==> src/rtl/note_sequencer.sv <==
// Melody / sound-effect sequencer: walks a melody ROM one note per beat and can
// interrupt it with a fixed-pitch sound effect, driving a buzzer tone generator.
module note_sequencer #(
    parameter int BEAT_CYCLES = 25000000,
    parameter int SONG_LEN    = 32,
    parameter int SFX_BEATS   = 2
) (
    input  logic        clk,
    input  logic        rst,
    input  logic        play,
    input  logic        stop,
    input  logic        loop,
    input  logic        sfx_req,
    input  logic [21:0] sfx_div,
    input  logic        vol_up,
    input  logic        vol_dn,
    output logic [4:0]  mel_addr,
    input  logic [21:0] mel_note,
    output logic [21:0] note_div,
    output logic [3:0]  vol_num,
    output logic        mute,
    output logic        busy,
    output logic        beat,
    output logic        sfx_ack,
    output logic        done,
    output logic [1:0]  dbg_state
);

    localparam int CW = $clog2(BEAT_CYCLES);
    localparam int SW = $clog2(SFX_BEATS + 1);

    typedef enum logic [1:0] {
        IDLE = 2'd0,
        PLAY = 2'd1,
        SFX  = 2'd2
    } state_t;

    state_t        state;
    state_t        ret;
    logic [CW-1:0] beat_cnt;
    logic [SW-1:0] sfx_cnt;
    logic          last_tick;
    logic          song_end;
    logic          sfx_end;

    assign last_tick = (beat_cnt == CW'(BEAT_CYCLES - 1));
    assign song_end  = last_tick && (mel_addr == 5'(SONG_LEN - 1)) && !loop;
    assign sfx_end   = last_tick && (sfx_cnt == SW'(SFX_BEATS - 1));

    assign busy      = (state != IDLE);
    assign mute      = (state == IDLE) || (note_div == 22'd0);
    assign dbg_state = state;

    // All control inputs are single-cycle pulses; stop outranks sfx_req, which outranks play.
    always_ff @(posedge clk or posedge rst) begin
        if (rst) begin
            state    <= IDLE;
            ret      <= IDLE;
            mel_addr <= 5'd0;
            note_div <= 22'd0;
            beat_cnt <= '0;
            sfx_cnt  <= '0;
            beat     <= 1'b0;
            sfx_ack  <= 1'b0;
            done     <= 1'b0;
        end else begin
            beat    <= 1'b0;
            sfx_ack <= 1'b0;
            done    <= 1'b0;
            if (stop) begin
                state    <= IDLE;
                mel_addr <= 5'd0;
                note_div <= 22'd0;
                beat_cnt <= '0;
                sfx_cnt  <= '0;
            end else begin
                case (state)
                    IDLE: begin
                        if (sfx_req) begin
                            state    <= SFX;
                            ret      <= IDLE;
                            note_div <= sfx_div;
                            beat_cnt <= '0;
                            sfx_cnt  <= '0;
                            sfx_ack  <= 1'b1;
                        end else if (play) begin
                            state    <= PLAY;
                            mel_addr <= 5'd0;
                            beat_cnt <= '0;
                            note_div <= mel_note;
                        end
                    end
                    PLAY: begin
                        if (sfx_req) begin
                            state    <= SFX;
                            ret      <= PLAY;
                            note_div <= sfx_div;
                            beat_cnt <= '0;
                            sfx_cnt  <= '0;
                            sfx_ack  <= 1'b1;
                        end else begin
                            // The last note keeps its divider when the song ends; mute covers it.
                            if (!song_end)
                                note_div <= mel_note;
                            if (last_tick) begin
                                beat_cnt <= '0;
                                beat     <= 1'b1;
                                if (mel_addr == 5'(SONG_LEN - 1)) begin
                                    mel_addr <= 5'd0;
                                    if (!loop) begin
                                        state <= IDLE;
                                        done  <= 1'b1;
                                    end
                                end else begin
                                    mel_addr <= mel_addr + 5'd1;
                                end
                            end else begin
                                beat_cnt <= beat_cnt + 1'b1;
                            end
                        end
                    end
                    SFX: begin
                        if (last_tick) begin
                            beat_cnt <= '0;
                            beat     <= 1'b1;
                            if (sfx_end) begin
                                state   <= ret;
                                sfx_cnt <= '0;
                                // mel_addr never moved, so mel_note already holds the interrupted note.
                                if (ret == PLAY)
                                    note_div <= mel_note;
                            end else begin
                                sfx_cnt <= sfx_cnt + 1'b1;
                            end
                        end else begin
                            beat_cnt <= beat_cnt + 1'b1;
                        end
                    end
                    default: state <= IDLE;
                endcase
            end
        end
    end

    always_ff @(posedge clk or posedge rst) begin
        if (rst) begin
            vol_num <= 4'd3;
        end else if (vol_up && !vol_dn && vol_num < 4'd5) begin
            vol_num <= vol_num + 4'd1;
        end else if (vol_dn && !vol_up && vol_num > 4'd1) begin
            vol_num <= vol_num - 4'd1;
        end
    end

endmodule

==> config.mk <==
export PLATFORM = sky130hd
export DESIGN_NAME = note_sequencer
export DESIGN_NICKNAME = d
export VERILOG_FILES = /design/src/rtl/note_sequencer.sv
export SDC_FILE = /design/constraint.sdc
export NUM_CORES = 1
export LEC_CHECK = 0
export ABC_AREA = 1
export BUFFER_PORTS_ARGS = -buffer_cell sky130_fd_sc_hd__buf_2
export CAP_MARGIN = 15
export CORE_ASPECT_RATIO = 2
export CORE_MARGIN = 4
export CORE_UTILIZATION = 55
export CTS_CLUSTER_DIAMETER = 150
export CTS_CLUSTER_SIZE = 14
export DETAILED_ROUTE_END_ITERATION = 8
export GPL_ROUTABILITY_DRIVEN = 0
export PLACE_DENSITY_LB_ADDON = 0.08
export SYNTH_ARGS = -nofsm -noshare
export SYNTH_HDL_FRONTEND = slang
export SYNTH_SLANG_ARGS = --single-unit
==> constraint.sdc <==
create_clock -name clk -period 2.3 [get_ports clk]
set_input_delay 0.46 -clock clk [delete_from_list [all_inputs] [get_ports clk]]
set_output_delay 0.46 -clock clk [all_outputs]
set_load 0.01 [all_outputs]
======== Yosys cells after proc, flatten, opt, wreduce, memory -nomap -nowiden ========
Cells that the tools add are included.
cells by class
  multiplexer cells ....................... 54
  bitwise logic cells ..................... 1
  order comparisons ....................... 2
  reduce and logical (&&, ||, !) cells .... 26
  add/subtract/negate cells ............... 5
  equality and inequality tests ........... 21
operators by type and width
  cell                   number
  $mux 22                8
  $mux 25                5
  $pmux 25 s3            1
  $pmux 22 s3            1
  $mux 5                 6
  $mux 2                 14
  $add 25x1->25 const B  1
  $eq 25x25->1 const B   1
  $logic_not 22->1       1
  $ne 3x3->1 const B     7
  $ne 4x4->1 const B     5
  $mux 1                 12
  $reduce_and 6->1       2
  $pmux 5 s2             1
  $mux 4                 2
  $pmux 2 s2             2
  $logic_and 1x1->1      7
  $eq 2x1->1 const B     3
  $pmux 2 s3             1
  $reduce_bool 2->1      3
  $reduce_bool 3->1      2
  $add 5x1->5 const B    1
  $eq 5x5->1 const B     1
  $reduce_and 5->1       1
  18 further kinds       21
word-level totals
  word-level logic and storage cells ...... 119
  register bits after elaboration ......... 65
  input bits .............................. 52
  output and inout port bits .............. 38

======== Longest topological paths before layout ========
Gate-level depths: netlist of run 1.
  word-level depth ........................ 7
  gate-level depth with buffers ........... 13
  depth with buffers taken out ............ 13

======== Worst setup path before layout of run 1 ========
No wires, ideal clock.
  path kind ............................... reg2reg
  start ................................... register state[0], in the netlist dbg_state[0]
  end ..................................... register note_div[13]
  arrival time ............................ 1.637 ns
  slack ................................... 0.546 ns
  clock period less this slack ............ 1.754 ns
  library setup time ...................... 0.117 ns
  stages on the path, launching flop included .. 14
  required time ........................... 2.183 ns
  path buffers ............................ 1
  path through ............................ dfrtp_1 -> inv_1 -> ha_1 -> inv_2 -> nor2_1 -> nand2_1 -> nand2_2 -> a21oi_1 -> nand2_1 -> inv_2 -> nand2_4 -> buf_6 -> nand2_1 -> nand2_1
on the way
  longest elaborated chain between the ends .. 3
  elaborated cells on any way between the ends .. 12
  classes of those cells .................. 7 x eq/ne; 2 x mux; 3 x reduce/logical
RTL lines
  element                                                       line  source
  start, declared                                               38    state_t state;
  start signal, assigned                                        127   state <= ret;
  $eq 2x1->1, or another cell as far along                      77    case (state)
  $ne 4x4->1 (no source line), or another cell as far along     -
  $reduce_and 6->1 (no source line) or $mux 22 (tied branches)  -
  end signal, assigned                                          82    note_div <= sfx_div;
  end signal, assigned                                          90    note_div <= mel_note;
  end signal, assigned                                          97    note_div <= sfx_div;
  end, declared                                                 19    output logic [21:0] note_div,
Several ways; a longest one is shown, not always the timed one.
A chain may end at the register's enable or synchronous reset.

======== Worst setup path in the final report of run 1 ========
  start ................................... register state[0], in the netlist dbg_state[0]
  end ..................................... register note_div[8]
Same word-level chain as after synthesis.

==> qor.txt, run 1 <==
clk slew on worst S/H paths -> 0.05 ns
final period utilization -> 89.82%
Rows -> 43
Synth Net Count -> 630
post-synth cell types -> 33
TritonCTS clock tree -> yes
H-tree depth -> 3
vias per cell -> 5.361
CTS Buf Count -> 9
die height -> 128.3 µm
Ports -> 90
Initial DRC Count -> 145
dpl ws -> 0.2690 ns
CTS sink cnt -> 64
Mapped Cells -> 568
Sw Share -> 38.21%
final core occ -> 68.91%
Max Clk Rate -> 484.0 MHz
final worst slack -> 0.2341 ns
syn avg cell area -> 7.012 µm²
First-pass DRT Iterations -> 4
synth warn -> 0
CP endpoint kind -> register
CTS Root Cell -> clkbuf_16
Crit Path Class -> reg2reg
worst reg2reg startpoint -> dbg_state[0]
Cell Int Power -> 3.107 mW
Total Routing Usage GR -> 26.59%
largest net degree at the start of global routing -> 27
nature of the critical path startpoint -> register
Initial Utilization -> 56.94%
Final min period -> 2.066 ns
Die X -> 68.17 µm
sequential share of power -> 33.2%
antenna violations before repair -> 0
fill cell count -> 630
nets -> 719
Max IR drop VDD -> 847.4 µV
worst slew pin tran -> 0.6679 ns
clock share of power -> 30.4%
maxcap violations -> 0
Post-Place Cells -> 736
Worst Path Required -> 2.57 ns
Setup TNS -> 0 ns
HPWL after DPL -> 7960 µm
outcome -> complete, no violations
Post-Route WL -> 10380 µm
number of global-route vias before repair -> 4160
FF-to-FF setup slack -> 0.23 ns
Final ANT Viol Nets -> 0
core area -> 6994 µm²
ranking of synthesized cells by area -> dfrtp_1, nand2_1, nor2_1
PortBufs -> 89
Power, Total -> 5.028 mW
leakage power -> 2.382 nW
Max Slew Vio Count -> 0
flop and latch count out of synthesis -> 64
Final Setup Violations -> 0
via count -> 4026
post-synth top area share -> 38.96%
first-pass GRT wire length -> 17820 µm
worst hold slack -> 0.1842 ns
RSZ-0062 raised after global routing -> false
CP arrival -> 2.33 ns
RR Endpoint -> note_div[8]
# Post-CTS Setup Buffers -> 0
sequential area share after synthesis -> 40.28%
biggest area consumer among synthesized cells -> dfrtp_1
normalized max-slew margin -> 55.43%
Final Hold Fails -> 0
DRC Markers -> 0
placed inst area -> 4474 µm²
cell area after layout -> 4820 µm²
antenna cells -> 0
Die Area -> 8749 µm²
cells on worst reg2reg path -> 12
Clk Latency, worst-skew pair -> 0.33 ns
clock skew -> 0.004133 ns
share of layout cells above drive strength 1 -> 20.88%
Max Buffers Root-to-Sink -> 2
Worst Hold Class -> in2async
combinational power share -> 36.4%
Max FO, Critical Path -> 16
gr ovfl total -> 0
drt wl/cell -> 13.83 µm
Area Overhead vs Synth -> 21.02%
sw power -> 1.921 mW
synthesized area -> 3983 µm²
Cell Count, Final, Fillers Out -> 751
Power Dens Cells -> 1043 nW/µm²
## cell families (layout without fill, tap and decap cells)
kind of cell / after synthesis / after routing / share of synthesized area, %
and+or+nand+nor: 351 / 351 / 38.20
buffers and inverters: 72 / 165 / 8.388
DFF: 64 / 64 / 40.28
AOI/OAI and AO/OA: 63 / 63 / 8.169
adders and majority gates: 10 / 10 / 3.142
xor gates and xnor gates: 7 / 7 / 1.539
muxes: 1 / 1 / 0.2827
## how the worst max path moves through the flow
| stage | from | endpoint | slack, ns | cells after the start |
|---|---|---|---|---|
| floorplan | rst | beat | 0.25 | 1 |
| global placement | dbg_state[0] | beat_cnt[22] | 0.37 | 13 |
| detailed placement | dbg_state[0] | beat_cnt[18] | 0.27 | 11 |
| CTS | dbg_state[0] | beat_cnt[18] | 0.19 | 11 |
| global route | dbg_state[0] | beat_cnt[18] | 0.003 | 11 |
| finish | dbg_state[0] | note_div[8] | 0.23 | 12 |
## what timing repair did
action,CTS,global route
hold buffers,0,0
resized for setup,0,3
setup endpoints to repair,0,5
## registers in the layout, indices dropped and copies added (netlist names)
name,cells
beat,1
beat_cnt,25
dbg_state,2
done,1
mel_addr,5
note_div,22
ret,1
sfx_ack,1
sfx_cnt,2
vol_num,4
## synth_stat cells
cell	count
nor3b_1	2
nor2_4	2
nand3_1	53
nand3_2	1
and3_1	2
nand4_1	10
buf_6	7
a31oi_1	2
o21bai_1	1
dfrtp_1	62
xnor2_1	1
inv_2	6
nor3_1	17
inv_1	48
nor2_2	6
buf_2	3
or2_2	1
nand2_4	2
o21a_1	1
nor4_1	6
nand2_2	4
xor2_1	6
o211ai_1	1
o21ai_1	2
mux2_2	1
nand2_1	138
o21ai_0	43
buf_4	2
dfstp_2	2
ha_1	10
nor2_1	107
clkbuf_1	6
a21oi_1	13
## placed cells by master (no fill, tap or decap), types with 2 or more instances in the layout
master / n
dfstp_2: 2
inv_2: 6
ha_1: 10
buf_4: 6
nor2_1: 106
o21ai_0: 43
nand3_1: 53
bufinv_16: 2
xor2_1: 6
o21ai_1: 2
nor2_2: 7
nor3_1: 17
and3_1: 2
a21oi_1: 13
nor2_4: 2
nand4_1: 10
a31oi_1: 2
clkbuf_8: 4
nand2_2: 4
nor3b_1: 2
clkbuf_16: 9
nor4_1: 6
nand2_1: 138
dfrtp_1: 62
nand2_4: 2
inv_1: 47
buf_2: 89
## routing by layer
| layer | part of all wire, % | vias up | GRT usage (%) |
|---|---|---|---|
| met5 | 0 | - | 0 |
| met4 | 3.9 | 0 | 17.82 |
| met3 | 4.5 | 33 | 3.930 |
| met2 | 56 | 117 | 49.15 |
| met1 | 35 | 1862 | 25.47 |
| li1 | - | 2014 | - |
## final cells by class
cell class              count  area [µm²]  share of cell area, %
flip-flops and latches     64        1604                  33.28
repair buffers             96       510.5                  10.59
well taps                  90       112.6                  2.336
clock buffers              13       280.3                  5.815
inverters                  54       205.2                  4.258
multi-input cells         432        2047                  42.47
clock inverters             2       60.06                  1.246
## power groups by stage
stage / clock [mW] / sequential [mW] / combinational [mW]
after floorplan: 0 / 1.76 / 1.17
after global placement: 0 / 1.67 / 1.80
after detailed placement: 0 / 1.68 / 1.82
after CTS: 1.55 / 1.67 / 1.85
after global routing: 1.59 / 1.72 / 2.09
final: 1.53 / 1.67 / 1.83
## worst max-delay path: stages, from the launching register on
cell and delay, ns:
dfrtp_1 0.41, inv_1 0.09, ha_1 0.22, inv_2 0.09, nor2_1 0.07, nand2_1 0.13, nand2_2 0.15, a21oi_1 0.17
nand2_1 0.08, inv_2 0.16, buf_4 0.24, nand3_1 0.09, nand2_1 0.08
No activity file was read; power rests on OpenSTA's default activity.
==> run 2: changes to the inputs <==
Settings changed: CORE_UTILIZATION 55 to 34.
==> run 2 against run 1 <==
  * Core utilization decreased by 26 points
  * Global-route usage shrank 8.9 points
  * First-iteration DRC count is 32% higher
  * Combinational power increased by 5%
  * Die area up 56%
  * Clock-buffer cell count grew 1
  * Critical endpoint is now mute
  * Largest power group unchanged
  * Highest routed layer unchanged
==> qor.txt, run 2 (same netlist as run 1, synthesis figures left out) <==
outcome -> complete, no violations
nets -> 723
vias per cell -> 4.926
Final Hold Fails -> 0
CP Cell Sequence -> nor4_1, and3_1, nand4_1, nand2_1, buf_2
# Post-CTS Setup Buffers -> 0
largest stage delay on the critical path -> 0.40 ns
First-pass DRT Iterations -> 4
CTS sink cnt -> 64
die height -> 161.1 µm
DRC Markers -> 0
flip-flop count of the largest register after layout -> 25
Power, Total -> 4.935 mW
most common cell after layout, fill and taps aside -> nand2_1
# resized after CTS -> 0
Power Dens Cells -> 1012 nW/µm²
clock skew -> 0.007759 ns
Crit Path Class -> reg2out
worst slew pin tran -> 0.6494 ns
Post-Route WL -> 11720 µm
Worst Hold Class -> in2async
leakage power -> 2.384 nW
CTS Root Cell -> clkbuf_16
final core occ -> 42.71%
nature of the critical path startpoint -> register
clk slew on worst S/H paths -> 0.06 ns
TritonCTS clock tree -> yes
Ports -> 90
Crit-path slowest cell -> dfrtp_1
Initial Utilization -> 34.86%
normalized max-slew margin -> 56.25%
Die X -> 84.53 µm
cells on worst reg2reg path -> 11
core area -> 11420 µm²
CP arrival -> 1.56 ns
gr ovfl total -> 0
Total Routing Usage GR -> 17.65%
number of global-route vias before repair -> 4074
CP endpoint kind -> output pin
Area Overhead vs Synth -> 22.49%
share of layout cells above drive strength 1 -> 21.17%
CTS Buf Count -> 9
HPWL after DPL -> 9231 µm
largest net degree at the start of global routing -> 65
drt wl/cell -> 14.51 µm
PortBufs -> 89
final worst slack -> 0.2762 ns
antenna violations before repair -> 0
Setup TNS -> 0 ns
Max FO, Critical Path -> 3
final period utilization -> 87.99%
via count -> 3980
most frequent cells in the layout -> nand2_1, nor2_1, buf_2, dfrtp_1, nand3_1
maxcap violations -> 0
Clk Latency, worst-skew pair -> 0.33 ns
Die Area -> 13610 µm²
Buf/Inv on CP -> 1
RSZ-0062 raised after global routing -> false
fill cell count -> 1253
Final min period -> 2.024 ns
Max Buffers Root-to-Sink -> 2
Max IR drop VDD -> 429.9 µV
Initial DRC Count -> 192
top flop regs -> beat_cnt (25), note_div (22), mel_addr (5)
Rows -> 55
Final Setup Violations -> 0
crit-path leading delay family -> simple AND/OR/NAND/NOR gates
dpl ws -> 0.3214 ns
Final ANT Viol Nets -> 0
Worst Path Required -> 1.84 ns
first-pass GRT wire length -> 19320 µm
Levels on crit path -> 5
Max Slew Vio Count -> 0
Max Clk Rate -> 494.1 MHz
antenna cells -> 0
hold buffers post-CTS -> 0
H-tree depth -> 3
Top reg by flops -> beat_cnt
==> run 2: power breakdown <==
part / internal (mW) / leakage, nW / switching (mW) / total (mW)
Combinational: 0.683 / 1.39 / 1.24 / 1.92
Clock: 0.846 / 0.145 / 0.495 / 1.34
Sequential: 1.41 / 0.854 / 0.259 / 1.67
==> run 2: worst register-to-register path: cells and delay by family, from the launching register on <==
family | cells | cell delay [ns]
AOI/OAI and AO/OA | 1 | 0.14
adders and majority gates | 1 | 0.22
buffers and inverters | 3 | 0.40
DFF | 1 | 0.41
and+or+nand+nor | 6 | 0.77
==> run 2: cell type report <==
type                    instances  area [µm²]  area share, %
clock buffers                  14       284.0          5.822
well taps                     142       177.7          3.642
multi-input cells             432        2044          41.91
clock inverters                 2       12.51         0.2565
inverters                      54       202.7          4.155
repair buffers                100       553.0          11.34
flip-flops and latches         64        1604          32.88
==> run 2: worst paths after layout <==
path,to,from,slack [ns]
worst max-delay path,mute,note_div[9],0.28
min in group clk,done,loop,0.32
worst min-delay path,mel_addr[4],rst,0.19
worst min register to register,note_div[0],note_div[0],0.49
worst max register to register,beat_cnt[18],dbg_state[0],0.30
max in group asynchronous,note_div[16],rst,1.81
==> run 2: metrics by stage <==
step	instance area [µm²]	instances	hold slack, ns
after floorplan	3983	568	0.4935
after global placement	4582	792	0.4859
final	4878	808	0.1855
after CTS	4878	808	0.2041
after detailed placement	4582	792	0.4865
after global routing	4878	808	0.2235
==> run 2: layer usage <==
layer | part of all wire, % | routed length, µm | GRT usage, % | up-vias
met4 | 5.0 | 583 | 10.30 | 0
met1 | 36 | 4182 | 16.95 | 1822
met3 | 3.9 | 458 | 3.114 | 31
met5 | 0 | 0 | 0 | -
li1 | - | - | - | 2011
met2 | 55 | 6500 | 33.90 | 116
==> run 3: changes to the inputs <==
Clock period 2.3 ns to 2.2 ns, I/O delays scaled along.
==> run 3 against run 2 <==
  * Sequential cell count is the same
  * Cell count is 0.25% higher
  * Sequential share of layout area down 0.14 points
  * Clock-buffer cell count decreased by 1
  * Combinational power rose by 5%
  * Critical endpoint unchanged
==> qor.txt, run 3 (same netlist as run 1, synthesis figures left out) <==
first-pass GRT wire length -> 19290 µm
maxcap violations -> 0
Worst Path Required -> 1.76 ns
nets -> 725
Cell Count, Final, Fillers Out -> 810
Die X -> 84.53 µm
nature of the critical path startpoint -> register
antenna cells -> 0
Die Area -> 13610 µm²
outcome -> complete, no violations
gr ovfl total -> 0
Setup TNS -> 0 ns
cells on worst reg2reg path -> 10
antenna violations before repair -> 0
most frequent cells in the layout -> nand2_1, nor2_1, buf_2, dfrtp_1, nand3_1
First-pass DRT Iterations -> 4
Post-Place Cells -> 794
normalized max-slew margin -> 55.34%
largest net degree at the start of global routing -> 65
clock skew -> 0.01129 ns
CTS sink cnt -> 64
share of layout cells above drive strength 1 -> 21.41%
Final Hold Fails -> 0
number of global-route vias before repair -> 4072
CP endpoint kind -> output pin
Initial Utilization -> 34.86%
Top reg by flops -> beat_cnt
H-tree depth -> 3
via count -> 3978
DRC Markers -> 0
RR Endpoint -> beat_cnt[6]
Rows -> 55
Max Clk Rate -> 499.8 MHz
most common cell after layout, fill and taps aside -> nand2_1
CTS Root Cell -> clkbuf_16
die height -> 161.1 µm
Final min period -> 2.001 ns
FF-to-FF setup slack -> 0.21 ns
Max Slew Vio Count -> 0
final period utilization -> 90.94%
Initial DRC Count -> 224
Area Overhead vs Synth -> 23.03%
TritonCTS clock tree -> yes
Max Buffers Root-to-Sink -> 2
Final Setup Violations -> 0
worst slew pin tran -> 0.6692 ns
cell area after layout -> 4900 µm²
final core occ -> 42.89%
final worst slack -> 0.1993 ns
Max FO, Critical Path -> 3
HPWL after DPL -> 8961 µm
worst hold slack -> 0.1643 ns
Power, Total -> 5.183 mW
placed inst area -> 4597 µm²
vias per cell -> 4.911
PortBufs -> 89
Crit Path Class -> reg2out
clk slew on worst S/H paths -> 0.06 ns
Clk Latency, worst-skew pair -> 0.33 ns
top flop regs -> beat_cnt (25), note_div (22), mel_addr (5)
Power Dens Cells -> 1058 nW/µm²
Total Routing Usage GR -> 17.59%
Post-Route WL -> 11480 µm
flip-flop count of the largest register after layout -> 25
Final ANT Viol Nets -> 0
hold buffers post-CTS -> 0
CP arrival -> 1.56 ns
worst reg2reg startpoint -> dbg_state[1]
Max IR drop VDD -> 565.3 µV
core area -> 11420 µm²
Ports -> 90
Worst Hold Class -> in2async
leakage power -> 2.391 nW
CTS Buf Count -> 9
drt wl/cell -> 14.17 µm
dpl ws -> 0.1887 ns
## run 3: changes by cell type in the layout (fill, tap and decap cells not counted), sizes merged
| cell | before | now |
|---|---|---|
| bufinv | 0 | 1 |
| buf | 100 | 102 |
| clkbuf | 14 | 13 |
## run 3: critical path: stages, from the launching register on
cell	delay, ns
dfrtp_1	0.41
nor4_1	0.30
and3_1	0.24
nand4_1	0.08
nand2_1	0.08
buf_2	0.13
## run 3: power breakdown
group / internal (mW) / switching [mW] / leakage (nW)
Sequential: 1.48 / 0.267 / 0.854
Combinational: 0.723 / 1.29 / 1.40
Clock: 0.907 / 0.516 / 0.140
Total: 3.11 / 2.07 / 2.39
## run 3: worst max path at each step
stage	endpoint	slack, ns	from
detailed placement	beat_cnt[18]	0.19	dbg_state[1]
floorplan	beat	0.17	rst
CTS	beat_cnt[18]	0.15	dbg_state[0]
global route	note_div[9]	-0.002	dbg_state[0]
global placement	beat_cnt[18]	0.28	dbg_state[0]
finish	mute	0.20	note_div[8]
## run 3: area by class of cell
| cell class | instances | area, µm² |
|---|---|---|
| Inverter | 54 | 205.2 |
| Clock inverter | 3 | 42.54 |
| Tap cell | 142 | 177.7 |
| Fill cell | 1242 | 6524 |
| Sequential cell | 64 | 1604 |
| Timing Repair Buffer | 102 | 568.0 |
| Multi-Input combinational cell | 432 | 2052 |
| Clock buffer | 13 | 250.2 |
## run 3: timing repair
| item | in CTS | in global routing |
|---|---|---|
| setup buffers | 0 | 0 |
| gates resized for setup | 0 | 5 |
| endpoints found under the setup margin | 0 | 5 |
| endpoints found under the hold margin | 0 | 0 |
## run 3: metal layers
metal,vias to the layer above,part of all wire (%),GRT usage (%)
li1,2025,-,-
met1,1821,36,17.81
met2,108,56,33.23
met3,24,4.3,2.961
met4,0,3.8,9.510
met5,-,0,0
